File: config.mk
export PLATFORM = sky130hd
export DESIGN_NAME = adder_sched
export DESIGN_NICKNAME = d
export VERILOG_FILES = /design/src/rtl/adder_sched.sv
export SDC_FILE = /design/constraint.sdc
export NUM_CORES = 1
export LEC_CHECK = 0
export ABC_AREA = 1
export ABC_CLOCK_PERIOD_IN_PS = 5200
export CORE_AREA = 2 2 194 196
export DETAILED_ROUTE_END_ITERATION = 10
export DIE_AREA = 0 0 196 198
export PLACE_DENSITY = 0.63
export REMOVE_ABC_BUFFERS = 1
export SLEW_MARGIN = 20
export SYNTH_ARGS = -nofsm -noshare
export SYNTH_HDL_FRONTEND = slang
export SYNTH_SLANG_ARGS = --single-unit
File: constraint.sdc
create_clock -name clk -period 5.2 [get_ports clk]
set_input_delay 1.04 -clock clk [delete_from_list [all_inputs] [get_ports clk]]
set_output_delay 1.04 -clock clk [all_outputs]
set_load 0.1 [all_outputs]
File: src/rtl/adder_sched.sv
// Round-robin sequencer for the shared 32-bit adder: runs 32-bit ops in one pass
// and 64-bit ops in two chained passes, then holds the result on a valid/ready channel.
module adder_sched #(
    parameter int unsigned WIDTH = 32
) (
    input  logic                 clk,
    input  logic                 rst_n,

    input  logic                 req0_valid,
    output logic                 req0_ready,
    input  logic [1:0]           req0_op,
    input  logic [2*WIDTH-1:0]   req0_a,
    input  logic [2*WIDTH-1:0]   req0_b,

    input  logic                 req1_valid,
    output logic                 req1_ready,
    input  logic [1:0]           req1_op,
    input  logic [2*WIDTH-1:0]   req1_a,
    input  logic [2*WIDTH-1:0]   req1_b,

    output logic [WIDTH-1:0]     add_a,
    output logic [WIDTH-1:0]     add_b,
    output logic                 add_cin,
    input  logic [WIDTH-1:0]     add_s,
    input  logic [WIDTH-1:0]     add_p,
    input  logic [WIDTH-1:0]     add_g,
    input  logic                 add_ovf,

    output logic                 resp_valid,
    input  logic                 resp_ready,
    output logic                 resp_id,
    output logic [2*WIDTH-1:0]   resp_data,
    output logic                 resp_cout,
    output logic                 resp_ovf
);

    localparam int unsigned DW = 2 * WIDTH;

    typedef enum logic [1:0] {
        IDLE = 2'd0,
        LO   = 2'd1,
        HI   = 2'd2,
        RESP = 2'd3
    } state_t;

    state_t            state;
    state_t            state_nxt;
    logic              last_gnt;
    logic              take_c;
    logic              gnt_c;
    logic [1:0]        op_q;
    logic [DW-1:0]     a_q;
    logic [DW-1:0]     b_q;
    logic              pass_cout_c;
    logic              unused_pg;

    // op_q[0] selects SUB, op_q[1] selects the 64-bit two-pass sequence
    wire sub_q  = op_q[0];
    wire wide_q = op_q[1];

    // The adder has no carry-out port; rebuild it from bit 31 (s ^ p recovers the carry into bit 31)
    assign pass_cout_c = add_g[WIDTH-1] | (add_p[WIDTH-1] & (add_s[WIDTH-1] ^ add_p[WIDTH-1]));
    assign unused_pg   = ^{add_p[WIDTH-2:0], add_g[WIDTH-2:0]};

    // State register
    always_ff @(posedge clk or negedge rst_n) begin
        if (!rst_n) begin
            state <= IDLE;
        end else begin
            state <= state_nxt;
        end
    end

    // Next state, grant and adder drive
    always_comb begin
        state_nxt  = state;
        take_c     = 1'b0;
        gnt_c      = 1'b0;
        req0_ready = 1'b0;
        req1_ready = 1'b0;
        add_a      = '0;
        add_b      = '0;
        add_cin    = 1'b0;
        case (state)
            IDLE: begin
                if (rst_n && (req0_valid || req1_valid)) begin
                    take_c     = 1'b1;
                    gnt_c      = (req0_valid && req1_valid) ? ~last_gnt : req1_valid;
                    req0_ready = ~gnt_c;
                    req1_ready = gnt_c;
                    state_nxt  = LO;
                end
            end
            LO: begin
                add_a     = a_q[WIDTH-1:0];
                add_b     = sub_q ? ~b_q[WIDTH-1:0] : b_q[WIDTH-1:0];
                add_cin   = sub_q;
                state_nxt = wide_q ? HI : RESP;
            end
            HI: begin
                // resp_cout still holds the low-pass carry here
                add_a     = a_q[DW-1:WIDTH];
                add_b     = sub_q ? ~b_q[DW-1:WIDTH] : b_q[DW-1:WIDTH];
                add_cin   = resp_cout;
                state_nxt = RESP;
            end
            RESP: begin
                if (resp_ready) begin
                    state_nxt = IDLE;
                end
            end
            default: begin
                state_nxt = IDLE;
            end
        endcase
    end

    // Request capture, pass results and response flags
    always_ff @(posedge clk or negedge rst_n) begin
        if (!rst_n) begin
            last_gnt   <= 1'b1;
            op_q       <= 2'b00;
            a_q        <= '0;
            b_q        <= '0;
            resp_valid <= 1'b0;
            resp_id    <= 1'b0;
            resp_data  <= '0;
            resp_cout  <= 1'b0;
            resp_ovf   <= 1'b0;
        end else begin
            resp_valid <= (state_nxt == RESP);
            if (take_c) begin
                last_gnt <= gnt_c;
                resp_id  <= gnt_c;
                op_q     <= gnt_c ? req1_op : req0_op;
                a_q      <= gnt_c ? req1_a  : req0_a;
                b_q      <= gnt_c ? req1_b  : req0_b;
            end
            if (state == LO) begin
                resp_data <= {WIDTH'(0), add_s};
                resp_cout <= pass_cout_c;
                resp_ovf  <= add_ovf;
            end
            if (state == HI) begin
                resp_data[DW-1:WIDTH] <= add_s;
                resp_cout             <= pass_cout_c;
                resp_ovf              <= add_ovf;
            end
        end
    end

endmodule

==> impl_results.md <==
- Psw: between 6000 and 7000 uW
- Synth Cell Area: just over 10000 sq um
- Antenna Nets Post-Route: 0
- Period minus WS final: ~4.6 ns
- DR vias/cell: around 5.3
- Share of cells above drive strength 1: just under 9%
- Min Hold Slack: around 0.41 ns
- P_leak: ~0.0067 uW
- Post-synth top flop: dfrtp_1
- Core ar.: about 37000 sq um
- Worst-skew pair later-pin latency: 0.53 ns
- HP Class: in -> async
- CP arrival: roughly 3.6 ns
- R2r setup slk: roughly 2.1 ns
- Die H: 198 um
- Die ar.: roughly 39000 sq um
- Syn avg cell area: around 8.4 sq um
- Tcrit/Tclk final: 88.8%
- Unrepaired setup endpoints after global routing: false
- Worst-path clk slew: approximately 0.060 ns
- WL final: between 40 and 50 mm
- Via Count: roughly 11000
- CP Class: reg -> out
- Gr usage total: between 10% and 20%
- Largest net degree at the start of global routing: 85
- Worst r2r path cells: 5
- # port buffers: ~430
- FP Rows: slightly above 70
- Sink Count: roughly 200
- Sequential power share: roughly a quarter
- Top cell type's share of synthesized area: 49.0%
- Synth Register Bits: approximately 200
- CTS tree: built
- First-pass detailed-route iteration total: 5
- Critical Path RT: between 4 and 5 ns
- Initial antenna violation count: 1
- Largest cells by area after synthesis: dfrtp_1 49%, nand3_1 13%, nand2_1 8.9%
- Tightest Pin Transition: slightly above 1 ns
- Count of nets after finishing: 1928
- Clk buf depth: 3
- Cell Int Power: slightly below 5000 uW
- Total grt overflow: 0
- Reg2reg start: state[0]$_DFF_PN0_
- Cell variety after synth: 23
- Num CTS Buffers: 24
- Final hold vios: 0
- Startpoint Class: flop
- Switching share of power: 57.2%
- Fmax: between 200 and 250 MHz
- Worst Clk Skew: roughly 0.0058 ns
- Post-DP HPWL: around 27 mm
- Cell taking the most area after synthesis: dfrtp_1
- I/O pin count: 497
- Wirelength per Cell: just under 20 um
- Final setup fails: 0
- Critical Path Sink Type: output port
- Status: complete, no violations
- Count of hold buffers inserted by post-cts repair: 0
- Initial Util: around 28%
- Final core utilization: 41.7%
- Die width: just under 200 um
- Mapped Cells: roughly 1200
- Initial DRC count: approximately 550
- Root buffer selected by CTS: clkbuf_16
- Maxcap violations: 0
- Clk pwr share: 14.2%
- Crit-path max FO: 37
- Post-synth EDFFs: 0
- Gate power share: approximately three fifths
- Layout Area Growth over Synthesis: 50.7%
- Cell Pwr Density: between 700 and 800 nW/um^2
- Number of global-route vias before repair: roughly 11000
- Sequential area share after synthesis: between 40% and 50%
- VDD IR max: 0.407 mV
- Slew HR: 30.5%
- Post-cts sizing count: 0
- Postcts setup bufs: 0
- First-pass GRT wire length: about 62 mm
- Synth warn: 0
- H-Tree Depth: 1
- Pins over their slew limit: 0
- Gp weighted congestion: ~0.81
- Antenna cell count: 0
- Reg-to-Reg End: resp_data[43]$_DFFE_PN0P_
- Synth async-reset ratio: 100%
- Residual DRC count: 0
==> worst max path at each step <==
stage | cells past startpoint | to | from
final | 5 | add_b[20] | state[0]$_DFF_PN0_
after global routing | 5 | add_b[20] | state[0]$_DFF_PN0_
after CTS | 7 | add_a[11] | state[0]$_DFF_PN0_
after detailed placement | 7 | add_a[8] | state[0]$_DFF_PN0_
after global placement | 7 | add_a[8] | state[0]$_DFF_PN0_
after floorplan | 4 | req1_ready | state[1]$_DFF_PN0_
==> stage by stage <==
stage,instance area [sq um],setup slack [ns],cells,TNS [ns],total power [uW]
6_report,15400,0.583,2050,0,11300
5_1_grt,15400,0.350,2050,0,11900
4_1_cts,15400,0.634,2050,0,11400
3_5_place_dp,14700,1.23,2010,0,9740
3_3_place_gp,14700,1.21,2010,0,9680
2_1_floorplan,9650,-4.14,1081,-209.67,7690
==> logic make-up (layout without fill, tap and decap cells) <==
| logic type | after synthesis | in the layout | share of synthesized area, % |
|---|---|---|---|
| and+or+nand+nor | 645 | 645 | 30.3 |
| DFF | 201 | 201 | 49.2 |
| AOI/OAI and AO/OA | 192 | 192 | 12.0 |
| buffers and inverters | 148 | 514 | 6.32 |
| xor gates and xnor gates | 20 | 20 | 1.71 |
| adders and majority gates | 4 | 4 | 0.490 |
==> layout by cell type (no fill, tap or decap) <==
cell and n:
clkinv_2 6, dfrtp_4 1, nor3_4 1, ha_4 1, nand4_1 130, buf_12 3, nor2_1 4, xnor2_1 20
nand3_4 1, clkbuf_1 3, ha_1 2, inv_4 1, dfrtp_1 199, a32o_1 33, nand2_2 1, a21oi_1 57
ha_2 1, nand2_4 1, nand3_1 264, inv_1 14, clkdlybuf4s50_1 366, clkinv_8 1, nand2_1 242, inv_2 3
o21ai_0 75, clkinv_1 1, clkbuf_8 7, buf_4 85, clkbuf_16 24, dfstp_2 1, nor2_4 1, a22o_1 27
==> layout make-up <==
type / count / area, sq um
Fill cell: 3707 / 21500
Sequential cell: 201 / 5030
Multi-Input combinational cell: 861 / 4590
Timing Repair Buffer: 455 / 4380
Clock buffer: 33 / 694
Tap cell: 474 / 593
Inverter: 19 / 73.8
Clock inverter: 7 / 46.3
==> state kept, by name, summed over array words and instances (netlist names) <==
signal / count
a_q: 64
b_q: 64
resp_data: 64
op_q: 2
state: 2
last_gnt: 1
resp_cout: 1
resp_id: 1
resp_ovf: 1
resp_valid: 1
==> critical path: stages, from the launching register on <==
cell      delay (ns)
dfrtp_1         0.41
inv_1           0.11
ha_4            0.66
clkinv_1        0.98
a21oi_1         0.50
buf_4           0.36
==> per-layer routing <==
layer / global-route usage, % / share of wire (%)
met2: 33.3 / 48
met3: 4.24 / 7.8
met5: 0 / 0.032
met4: 5.58 / 2.8
met1: 26.3 / 42
==> Yosys cell counts, types with 5 or more instances <==
| cell type | instances |
|---|---|
| o21ai_0 | 75 |
| a21oi_1 | 57 |
| a22o_1 | 27 |
| buf_2 | 51 |
| a32o_1 | 33 |
| inv_1 | 15 |
| dfrtp_1 | 200 |
| nor2_1 | 5 |
| xnor2_1 | 20 |
| nand4_1 | 130 |
| nand2_1 | 243 |
| clkbuf_1 | 68 |
| nand3_1 | 265 |
==> power groups by stage <==
stage	logic, uW	clock network (uW)	registers, uW
after floorplan	3760	0	3930
after global routing	7350	1710	2830
after CTS	7010	1650	2730
final	6950	1600	2730
after global placement	6960	0	2730
after detailed placement	6990	0	2750
Power figures use the tool's default switching activity.
